## src/rtl/aes_pkg.sv

```systemverilog
// Shared AES definitions: mode encoding, key-size table and GF(2^8) xtime.
package aes_pkg;

  localparam int WORD = 32;

  localparam logic [1:0] MODE_128 = 2'd0;
  localparam logic [1:0] MODE_192 = 2'd1;
  localparam logic [1:0] MODE_256 = 2'd2;

  typedef struct packed {
    logic [3:0] nk;
    logic [3:0] nr;
  } key_cfg_t;

  function automatic key_cfg_t key_cfg(input logic [1:0] mode);
    key_cfg_t c;
    case (mode)
      MODE_192: begin c.nk = 4'd6; c.nr = 4'd12; end
      MODE_256: begin c.nk = 4'd8; c.nr = 4'd14; end
      default:  begin c.nk = 4'd4; c.nr = 4'd10; end
    endcase
    return c;
  endfunction

  function automatic logic [7:0] xtime(input logic [7:0] b);
    return {b[6:0], 1'b0} ^ (b[7] ? 8'h1b : 8'h00);
  endfunction

endpackage

```

## src/rtl/aes_sbox_word.sv

```systemverilog
// Four parallel AES S-boxes on one word, computed as GF(2^8) inverse plus affine map.
module aes_sbox_word
  import aes_pkg::*;
(
  input  logic [WORD-1:0] word_in,
  output logic [WORD-1:0] word_out
);

  function automatic logic [7:0] gf_mul(input logic [7:0] a, input logic [7:0] b);
    logic [7:0] p;
    logic [7:0] aa;
    p  = 8'h00;
    aa = a;
    for (int k = 0; k < 8; k++) begin
      p  = p ^ (b[k] ? aa : 8'h00);
      aa = xtime(aa);
    end
    return p;
  endfunction

  // Inverse as x^254 = x^2 * x^4 * ... * x^128; zero maps to zero naturally.
  function automatic logic [7:0] gf_inv(input logic [7:0] x);
    logic [7:0] r;
    logic [7:0] sq;
    r  = 8'h01;
    sq = x;
    for (int k = 1; k < 8; k++) begin
      sq = gf_mul(sq, sq);
      r  = gf_mul(r, sq);
    end
    return r;
  endfunction

  function automatic logic [7:0] sbox(input logic [7:0] b);
    logic [7:0] i;
    i = gf_inv(b);
    return i ^ {i[6:0], i[7]} ^ {i[5:0], i[7:6]} ^ {i[4:0], i[7:5]} ^ {i[3:0], i[7:4]} ^ 8'h63;
  endfunction

  // byte-wise substitution
  always_comb begin
    word_out = {WORD{1'b0}};
    for (int k = 0; k < WORD / 8; k++) begin
      word_out[8*k +: 8] = sbox(word_in[8*k +: 8]);
    end
  end

endmodule

```

## src/rtl/aes_key_sched.sv

```systemverilog
// AES key expansion streaming one round key per 4 words with valid/ready output.
// AES_KEY_SCHED_AES256_EN enables AES-256 (8-word window); otherwise mode 2 runs as AES-128.
module aes_key_sched
  import aes_pkg::*;
#(
  parameter int WORD      = aes_pkg::WORD,
  parameter int MAX_KEY_L = 256
) (
  input  logic                 clk,
  input  logic                 reset,
  input  logic                 start,
  input  logic [1:0]           mode,
  input  logic [MAX_KEY_L-1:0] key_in,
  output logic                 busy,
  output logic                 rk_valid,
  input  logic                 rk_ready,
  output logic [127:0]         rk_out,
  output logic [3:0]           rk_idx,
  output logic                 done
);

`ifdef AES_KEY_SCHED_AES256_EN
  localparam int NW = 8;
`else
  localparam int NW = 6;
`endif

  function automatic logic [1:0] norm_mode(input logic [1:0] m);
    case (m)
      MODE_192: return MODE_192;
`ifdef AES_KEY_SCHED_AES256_EN
      MODE_256: return MODE_256;
`endif
      default:  return MODE_128;
    endcase
  endfunction

  logic [1:0]        mode_q,     mode_d;
  logic [WORD-1:0]   win_q [NW];
  logic [WORD-1:0]   win_d [NW];
  logic [2:0]        kmod_q,     kmod_d;
  logic              first_q,    first_d;
  logic [1:0]        grp_q,      grp_d;
  logic [3:0]        rnd_q,      rnd_d;
  logic              gen_done_q, gen_done_d;
  logic [7:0]        rcon_q,     rcon_d;
  logic [3*WORD-1:0] buf_q,      buf_d;
  logic              busy_q,     busy_d;
  logic              rk_valid_q, rk_valid_d;
  logic [127:0]      rk_out_q,   rk_out_d;
  logic [3:0]        rk_idx_q,   rk_idx_d;
  logic              done_q,     done_d;

  key_cfg_t        cfg;
  key_cfg_t        ncfg;
  logic [WORD-1:0] kw [NW];
  logic [WORD-1:0] prev_w, old_w, sub_in, sub_out, new_w;
  logic            hs, stall, gen_en;

  assign cfg  = key_cfg(mode_q);
  assign ncfg = key_cfg(norm_mode(mode));

  generate
    if (MAX_KEY_L > NW * WORD) begin : g_key_tail
      logic key_unused;
      assign key_unused = ^key_in[MAX_KEY_L-NW*WORD-1:0];
    end
  endgenerate

  // split the left-aligned key into words, word 0 at the MSBs
  always_comb begin
    for (int j = 0; j < NW; j++) begin
      kw[j] = key_in[MAX_KEY_L-1-WORD*j -: WORD];
    end
  end

  // window taps: win_q[0] is w[i-1], win_q[Nk-1] is w[i-Nk]
  always_comb begin
    prev_w = win_q[0];
    old_w  = win_q[0];
    for (int k = 0; k < NW; k++) begin
      old_w = (k == int'(cfg.nk) - 1) ? win_q[k] : old_w;
    end
    sub_in = (kmod_q == 3'd0) ? {prev_w[WORD-9:0], prev_w[WORD-1:WORD-8]} : prev_w;
  end

  aes_sbox_word u_sbox (
    .word_in  (sub_in),
    .word_out (sub_out)
  );

  // next expanded word; during the first Nk words the window shifts the key out
  always_comb begin
    if (first_q) begin
      new_w = old_w;
    end else if (kmod_q == 3'd0) begin
      new_w = old_w ^ sub_out ^ {rcon_q, {(WORD-8){1'b0}}};
`ifdef AES_KEY_SCHED_AES256_EN
    end else if ((cfg.nk == 4'd8) && (kmod_q == 3'd4)) begin
      new_w = old_w ^ sub_out;
`endif
    end else begin
      new_w = old_w ^ prev_w;
    end
  end

  assign hs     = rk_valid_q & rk_ready;
  assign stall  = (grp_q == 2'd3) & rk_valid_q & ~rk_ready;
  assign gen_en = busy_q & ~gen_done_q & ~stall;

  // next-state: start capture, word generation, grouping and output handshake
  always_comb begin
    mode_d     = mode_q;
    win_d      = win_q;
    kmod_d     = kmod_q;
    first_d    = first_q;
    grp_d      = grp_q;
    rnd_d      = rnd_q;
    gen_done_d = gen_done_q;
    rcon_d     = rcon_q;
    buf_d      = buf_q;
    busy_d     = busy_q;
    rk_valid_d = rk_valid_q;
    rk_out_d   = rk_out_q;
    rk_idx_d   = rk_idx_q;
    done_d     = 1'b0;

    if (hs) begin
      rk_valid_d = 1'b0;
      if (rk_idx_q == cfg.nr) begin
        busy_d = 1'b0;
        done_d = 1'b1;
      end else begin
        busy_d = busy_q;
      end
    end else begin
      rk_valid_d = rk_valid_q;
    end

    if (start && !busy_q) begin
      mode_d     = norm_mode(mode);
      busy_d     = 1'b1;
      kmod_d     = 3'd0;
      first_d    = 1'b1;
      grp_d      = 2'd0;
      rnd_d      = 4'd0;
      gen_done_d = 1'b0;
      rcon_d     = 8'h01;
      // preload reversed so the oldest tap yields key word 0, 1, ... in turn
      for (int k = 0; k < NW; k++) begin
        win_d[k] = {WORD{1'b0}};
        for (int j = 0; j < NW; j++) begin
          win_d[k] = ((k < int'(ncfg.nk)) && (j == int'(ncfg.nk) - 1 - k)) ? kw[j] : win_d[k];
        end
      end
    end else if (gen_en) begin
      win_d[0] = new_w;
      for (int k = 1; k < NW; k++) begin
        win_d[k] = win_q[k-1];
      end
      if ({1'b0, kmod_q} == cfg.nk - 4'd1) begin
        kmod_d  = 3'd0;
        first_d = 1'b0;
      end else begin
        kmod_d  = kmod_q + 3'd1;
      end
      rcon_d = (!first_q && (kmod_q == 3'd0)) ? xtime(rcon_q) : rcon_q;
      if (grp_q == 2'd3) begin
        rk_out_d   = {buf_q, new_w};
        rk_idx_d   = rnd_q;
        rk_valid_d = 1'b1;
        rnd_d      = rnd_q + 4'd1;
        gen_done_d = (rnd_q == cfg.nr);
        grp_d      = 2'd0;
      end else begin
        buf_d = {buf_q[2*WORD-1:0], new_w};
        grp_d = grp_q + 2'd1;
      end
    end else begin
      win_d = win_q;
    end
  end

  // state registers
  always_ff @(posedge clk or negedge reset) begin
    if (!reset) begin
      mode_q     <= MODE_128;
      for (int k = 0; k < NW; k++) begin
        win_q[k] <= {WORD{1'b0}};
      end
      kmod_q     <= 3'd0;
      first_q    <= 1'b0;
      grp_q      <= 2'd0;
      rnd_q      <= 4'd0;
      gen_done_q <= 1'b0;
      rcon_q     <= 8'h00;
      buf_q      <= {(3*WORD){1'b0}};
      busy_q     <= 1'b0;
      rk_valid_q <= 1'b0;
      rk_out_q   <= 128'h0;
      rk_idx_q   <= 4'd0;
      done_q     <= 1'b0;
    end else begin
      mode_q     <= mode_d;
      win_q      <= win_d;
      kmod_q     <= kmod_d;
      first_q    <= first_d;
      grp_q      <= grp_d;
      rnd_q      <= rnd_d;
      gen_done_q <= gen_done_d;
      rcon_q     <= rcon_d;
      buf_q      <= buf_d;
      busy_q     <= busy_d;
      rk_valid_q <= rk_valid_d;
      rk_out_q   <= rk_out_d;
      rk_idx_q   <= rk_idx_d;
      done_q     <= done_d;
    end
  end

  assign busy     = busy_q;
  assign rk_valid = rk_valid_q;
  assign rk_out   = rk_out_q;
  assign rk_idx   = rk_idx_q;
  assign done     = done_q;

endmodule

```

## config.mk

```make
export PLATFORM = sky130hd
export DESIGN_NAME = aes_key_sched
export DESIGN_NICKNAME = d
export VERILOG_FILES = /design/src/rtl/aes_pkg.sv /design/src/rtl/aes_sbox_word.sv /design/src/rtl/aes_key_sched.sv
export SDC_FILE = /design/constraint.sdc
export NUM_CORES = 2
export LEC_CHECK = 0
export CELL_PAD_IN_SITES_DETAIL_PLACEMENT = 0
export CELL_PAD_IN_SITES_GLOBAL_PLACEMENT = 1
export CORE_ASPECT_RATIO = 1.75
export CORE_UTILIZATION = 48
export CTS_CLUSTER_DIAMETER = 80
export CTS_CLUSTER_SIZE = 25
export DETAILED_ROUTE_END_ITERATION = 8
export GPL_TIMING_DRIVEN = 0
export PLACE_DENSITY = 0.88
export SYNTH_ARGS = -nofsm -noshare
export SYNTH_HDL_FRONTEND = slang
export SYNTH_HIERARCHICAL = 1
export SYNTH_SLANG_ARGS = --single-unit
```

## constraint.sdc

```tcl
create_clock -name clk -period 26.9 [get_ports clk]
set_input_delay 6.725 -clock clk [delete_from_list [all_inputs] [get_ports clk]]
set_output_delay 6.725 -clock clk [all_outputs]
set_load 0.02 [all_outputs]
```

======== After elaboration in Yosys (flattened, before gate mapping) ========
Index checks and enable logic that the tools add are counted.
word-level totals
  word-level logic and storage cells ...... 1818
  bits in registers ....................... 444
  input port bits ......................... 262
  output and inout port bits .............. 135
operators by class
  muxes and demuxes ....................... 889
  equality and inequality tests ........... 44
  magnitude comparators ................... 6
  bitwise logic cells ..................... 790
  $add $sub $neg .......................... 11
  reductions and logical operators ........ 59
operators by type and width
  kind                                                                    count
  8-bit bitwise XOR                                                       761
  8-bit two-way mux                                                       423
  5-bit two-way mux                                                       369
  32-bit two-way mux                                                      44
  192-bit two-way mux                                                     2
  3-bit by 32-bit equality test with 1-bit output (first input constant)  8
  4-bit by 32-bit equality test with 1-bit output (first input constant)  8
  32-bit zero test                                                        6
  2-bit by 32-bit equality test with 1-bit output (first input constant)  4
  32-bit bitwise XOR                                                      3
  8-bit by 5-bit bitwise XOR with 8-bit output                            12
  1-bit logical AND                                                       38
  8-bit case mux with 2 select lines                                      2
  4-bit two-way mux                                                       7
  7-bit two-way mux                                                       4
  6-bit two-way mux                                                       4
  3-bit two-way mux                                                       7
  3-bit by 5-bit equality test with 1-bit output (first input constant)   4
  4-bit by 5-bit equality test with 1-bit output (first input constant)   4
  1-bit two-way mux                                                       20
  4-bit NOT                                                               4
  2-bit two-way mux                                                       7
  3-bit by 6-bit equality test with 1-bit output (first input constant)   2
  4-bit by 6-bit equality test with 1-bit output (first input constant)   2
  24 further kinds                                                        54

======== Logic depth before layout (Yosys ltp) ========
  word-level depth ........................ 133
  depth in mapped cells ................... 99
  depth with buffers taken out ............ 82

======== By module ========
Netlist, hierarchy kept.
by module, submodules not included
  module         seq. area each (sq um)  area an instance (sq um)  instances  cells an instance
  aes_sbox_word  0.0                     64912.3                   1          8688
  aes_key_sched  11085.6                 21371.7                   1          2277

======== Least setup slack after synthesis ========
No wires, ideal clock.
  path type ............................... flip-flop to flip-flop
  from .................................... register kmod_q[0]
  to ...................................... register win_q, in the netlist prev_w[24]
  data required time ...................... 26831 ps
  path slack .............................. 5823 ps
  period minus slack after synthesis ...... 21077 ps
  stages on the path, launching flop included .. 96
  path buffers ............................ 18
  library setup time ...................... 69 ps
  arrival time ............................ 21008 ps
  cell sequence ........................... dfrtp_1 -> inv_1 -> ha_1 -> nand2b_1 -> buf_2 -> buf_1 -> mux2_2 -> buf_4 -> buf_2 -> xnor2_1 -> ha_1 -> clkbuf_1 -> xor2_1 -> nand2_1 -> xnor2_1 -> xnor2_1 -> inv_2 -> clkbuf_1 -> (+60 left out) -> nor3_1 -> a21oi_1 -> mux2i_1 -> o21ai_0 -> nand3_1 -> xnor2_1 -> nand2_1 -> xnor2_1 -> xnor3_1 -> xnor2_1 -> xnor2_1 -> xor2_1 -> xnor2_1 -> xor2_1 -> xor2_1 -> mux2i_1 -> or4_1 -> nand3_1
on the way
  word-level cells in the longest chain between the ends .. 97
  elaborated cells between the ends (all ways) .. 405
  those cells by class .................... mux: 208; bitwise: 196; reduce/logical: 1
ends and longest elaborated chain
  what                                                    RTL line              RTL
  start: declaration                                      aes_key_sched.sv:41   logic [2:0] kmod_q, kmod_d;
  start signal: assignment                                aes_key_sched.sv:206  kmod_q <= kmod_d;
  3-bit zero test *                                       aes_key_sched.sv:84   sub_in = (kmod_q == 3'd0) ? {prev_w[WORD-9:0], prev_w[WORD-1:WORD-8]} : prev_w;
  32-bit two-way mux *                                    aes_key_sched.sv:84
  via sub_in[30]                                          aes_key_sched.sv:57   logic [WORD-1:0] prev_w, old_w, sub_in, sub_out, new_w;
  8-bit bitwise XOR                                       aes_pkg.sv:26         return {b[6:0], 1'b0} ^ (b[7] ? 8'h1b : 8'h00);
  5-bit two-way mux                                       aes_pkg.sv:26
  8-bit bitwise XOR (4 in a row)                          aes_pkg.sv:26
  5-bit two-way mux (tied with other cells)               aes_pkg.sv:26
  8-bit bitwise XOR (tied with other cells) (2 in a row)  aes_pkg.sv:26
  (+78 left out)                                          -
  8-bit bitwise XOR *                                     aes_sbox_word.sv:37   return i ^ {i[6:0], i[7]} ^ {i[5:0], i[7:6]} ^ {i[4:0], i[7:5]} ^ {i[3:0], i[7:4]} ^ 8'h63;
  4-bit NOT (no line) *                                   -
  via sub_out[24]                                         aes_key_sched.sv:57
  32-bit bitwise XOR * (2 in a row)                       aes_key_sched.sv:97   new_w = old_w ^ sub_out ^ {rcon_q, {(WORD-8){1'b0}}};
  32-bit two-way mux *                                    aes_key_sched.sv:96   end else if (kmod_q == 3'd0) begin
  32-bit two-way mux *                                    aes_key_sched.sv:94   if (first_q) begin
  192-bit two-way mux *                                   aes_key_sched.sv:156  end else if (gen_en) begin
  192-bit two-way mux *                                   aes_key_sched.sv:140  if (start && !busy_q) begin
  end signal: indexed assignment                          aes_key_sched.sv:189  win_q[k] <= {WORD{1'b0}};
  end signal: assignment                                  aes_key_sched.sv:205  win_q <= win_d;
  end: declaration                                        aes_key_sched.sv:39   logic [WORD-1:0] win_q [NW];
The timed path passes the listed nets; every way through them passes the cells marked *. The select of a mux whose other input is x is not followed.
A chain may end at the register's enable or synchronous reset.

======== Worst setup path after layout ========
  from .................................... register kmod_q[0]
  to ...................................... register buf_q[22]
on the way
  word-level cells in the longest chain between the ends .. 95
  elaborated cells between the ends (all ways) .. 403
  those cells by class .................... mux: 206; bitwise: 196; reduce/logical: 1
ends and longest elaborated chain
  what                                                    RTL line              RTL
  3-bit zero test *                                       aes_key_sched.sv:84
  32-bit two-way mux *                                    aes_key_sched.sv:84
  via sub_in[22]                                          aes_key_sched.sv:57
  8-bit bitwise XOR                                       aes_pkg.sv:26
  5-bit two-way mux                                       aes_pkg.sv:26
  8-bit bitwise XOR (4 in a row)                          aes_pkg.sv:26
  5-bit two-way mux or 8-bit bitwise XOR (tied branches)  aes_pkg.sv:26
  8-bit bitwise XOR or 5-bit two-way mux (tied branches)  aes_pkg.sv:26
  (+75 left out)                                          -
  8-bit bitwise XOR *                                     aes_sbox_word.sv:15   p = p ^ (b[k] ? aa : 8'h00);
  8-bit bitwise XOR (3 in a row)                          aes_sbox_word.sv:37
  8-bit bitwise XOR *                                     aes_sbox_word.sv:37
  4-bit NOT (no line) *                                   -
  via sub_out[22]                                         aes_key_sched.sv:57
  32-bit bitwise XOR * (2 in a row)                       aes_key_sched.sv:97
  32-bit two-way mux *                                    aes_key_sched.sv:96
  32-bit two-way mux *                                    aes_key_sched.sv:94
  end signal: assignment                                  aes_key_sched.sv:197  buf_q <= {(3*WORD){1'b0}};
  end signal: assignment                                  aes_key_sched.sv:212  buf_q <= buf_d;
  end: declaration                                        aes_key_sched.sv:47   logic [3*WORD-1:0] buf_q, buf_d;
The timed path passes the listed nets; every way through them passes the cells marked *.

==> qor.yml <==
grt:
  grt_pass1_wl_um: 517000
  grt-ovfl-total: 0
  first_global_vias: 82500
  antenna_found_initial: 43
  grt.total_usage_pct: 37.3
  grt_max_degree: 115
clock_tree:
  numCtsBuffers: 21
  postCtsHoldBufs: 0
  clock_latency_ps: 610
  cts_tree: "yes"
  clk_pin_slew_ps: 110
  htree_levels: 1
  clk_path_buf_depth: 3
  clockRootBuffer: "clkbuf_16"
  clock-sinks: 443
die:
  start_util_pct: 48.4
  dieArea_um2: 182000
  rows: 205
  die_x_um: 323
  io_pins: 397
  core_um2: 178000
  die_h_um: 563
timing:
  tightest_slew_ps: 1440
  hold_ws_ps: 480
  relSlewSlack_pct: 3.83
  timing.final.ws_setup_ps: 1090
  setup_viol: 0
  hold_viol: 0
  slew_violations: 0
  fin_crit_sh_pct: 96.0
  period_needed_ps: 25810
  fmax_mhz: 38.7
  finalClockSkew_ps: 28.3
logic_synthesis:
  async_flop_share_pct: 100
  yosys_warnings: 6
  synth.most_common_cell: "xnor2_1"
  synthTopCellsByArea: "xnor2_1 19%, dfrtp_1 13%, xnor3_1 10%"
  synth_cell_types: 119
  yosysSeqAreaShare_pct: 12.8
  synth_top_area_share_pct: 18.9
  ys_ff_latch: 443
  synth.largest_area_cell: "xnor2_1"
  synth_area_um2: 86300
  synthCells: 11000
  synth_area_per_cell_um2: 7.87
  synthTopCellsByCount: "1865 x xnor2_1, 1716 x nand2_1, 1283 x nor2_1"
  synth_edf_count: 0
  ys.flop_type: "dfrtp_1"
  synth_fp_nets: 11400
cells_and_area:
  final_core_util_pct: 52.8
  stdcell_count: 13700
  fin_nets: 11800
  multi_input_area_um2: 71500
  n_fill_cell: 17200
  drive_above_1_share_pct: 7.50
  area_growth_pct: 9.10
  seqCellArea_um2: 11100
route:
  first_iter_violations: 7414
  drtAntennaViolNets: 0
  post_drt_via_cell_ratio: 6.09
  vias: 83600
  routed_wl_um: 347000
  wl_per_cell_um: 25.3
  drc: 2
  first_pass_iters: 9
setup_path:
  worstPathMaxFanout: 12
  arrival_ps: 26350
  worstSetupStartpointType: "flop"
  r2r_end: "buf_q[22]$_DFFE_PN0P_"
  critPathRequiredTime_ps: 27440
  crit_start: "kmod_q[0]$_DFFE_PN0P_"
  rr_worst_depth: 88
  criticalPathCategory: "flop to flop"
  cp.buffers_inverters: 27
  r2r-start: "kmod_q[0]$_DFFE_PN0P_"
  regToRegSetupSlack_ps: 1090
  critPathMaxStageDelay_ps: 580
  worst_setup_path_end_kind: "flop"
  cp_top_family: "buffers and inverters"
  slowest_stage: "xor2_1"
min_path:
  min-delay-start: "buf_q[72]$_DFFE_PN0P_"
  whs_endpoint: "rk_out[104]$_DFFE_PN0P_"
  hp-class: "flop to flop"
  holdPathStages: 2
job:
  cap_viol_max_count: 0
outcome:
  status: "complete, but fails checks"
  violations: "design-rule violations"
place:
  io_buffer_count: 332
  pre_cts_ws_ps: -1870
  placed_cells: 13700
  gp_congestion: 1.04
  dp_hpwl_um: 269000
==> per-layer routing <==
| metal | track usage (%) | up-vias | part of all wire [%] |
|---|---|---|---|
| li1 | - | 38100 | - |
| met1 | 36.1 | 39900 | 33 |
| met2 | 64.5 | 4086 | 49 |
| met3 | 9.89 | 1538 | 7.8 |
| met4 | 34.0 | 38 | 10 |
| met5 | 0.0803 | - | 0.076 |
==> per-stage QoR <==
step	instance area, um^2	TNS (ps)
detailed placement	92700	-96970
global route	94100	-24.4
floorplan	86300	0
CTS	93400	0
finish	94100	0
global placement	92600	-221180
==> layout make-up <==
class                           instances  share of cell area (%)
Multi-Input combinational cell       9483                    76.0
Sequential cell                       443                    11.8
Timing Repair Buffer                  349                    3.75
Buffer                                769                    3.63
Tap cell                             2380                    3.16
Inverter                              264                    1.09
Clock buffer                           21                   0.558
Antenna cell                           24                  0.0638
Clock inverter                          1                 0.00930
==> logic make-up after synthesis <==
kind of cell,Yosys count,share of synthesized area [%]
xor gates and xnor gates,2994,39.4
and+or+nand+nor,4006,20.1
muxes,404,4.89
AOI/OAI and AO/OA,1870,14.7
adders and majority gates,209,3.03
DFF,443,12.8
buffers and inverters,1039,5.09
==> worst reg2reg max path, delay by kind of cell (launching register included) <==
family | cells | cell delay, ps
compound gates | 16 | 3050
mux | 2 | 720
fa+ha+maj | 11 | 4080
buf+inv | 27 | 7960
flops | 1 | 430
xor+xnor | 21 | 6730
simple gates | 11 | 2810
==> placed cells by master, fill, tap and decap left out, types with 51 or more instances in the layout <==
cell,count
clkdlybuf4s50_1,331
nor2_1,1281
nor2b_1,83
buf_1,52
a211oi_1,84
o22ai_1,109
xor2_1,506
o21ai_0,365
nand2_1,1716
nor3_1,237
a311oi_1,117
mux2_2,131
ha_1,207
nand2b_1,84
mux2i_1,267
buf_2,245
clkbuf_1,393
xnor2_2,106
a22oi_1,62
a31oi_1,89
xnor3_1,396
inv_1,178
xor3_1,62
dfrtp_1,443
nand3_1,218
xnor2_1,1824
o211ai_1,111
buf_4,51
a21o_1,116
a21oi_1,386
==> worst max-delay path by stage <==
| stage | endpoint | slack (ps) | depth (start not counted) |
|---|---|---|---|
| final | buf_q[22]$_DFFE_PN0P_ | 1090 | 88 |
| after global routing | rk_out[15]$_DFFE_PN0P_ | -20 | 87 |
| after CTS | buf_q[16]$_DFFE_PN0P_ | 40 | 90 |
| after detailed placement | buf_q[16]$_DFFE_PN0P_ | -1870 | 91 |
| after global placement | buf_q[16]$_DFFE_PN0P_ | -1650 | 91 |
| after floorplan | prev_w[24]$_DFFE_PN0P_ | 5820 | 95 |
==> what timing repair did <==
action,4_1_cts,5_1_grt
pin swaps,0,10
resized for setup,38,122
buffers inserted,0,13
setup endpoints to repair,96,96
==> state kept, by name, summed over array words and instances, names as in the netlist, 2 cells and up <==
signal,cells
grp_q,2
rcon_q,8
win_q,160
rk_out,128
buf_q,96
prev_w,32
kmod_q,3
rk_idx,4
rnd_q,4
Power is left out: the tool's default activity adds up to more than one toggle a clock period on the data nets, which glitch-free logic cannot reach.
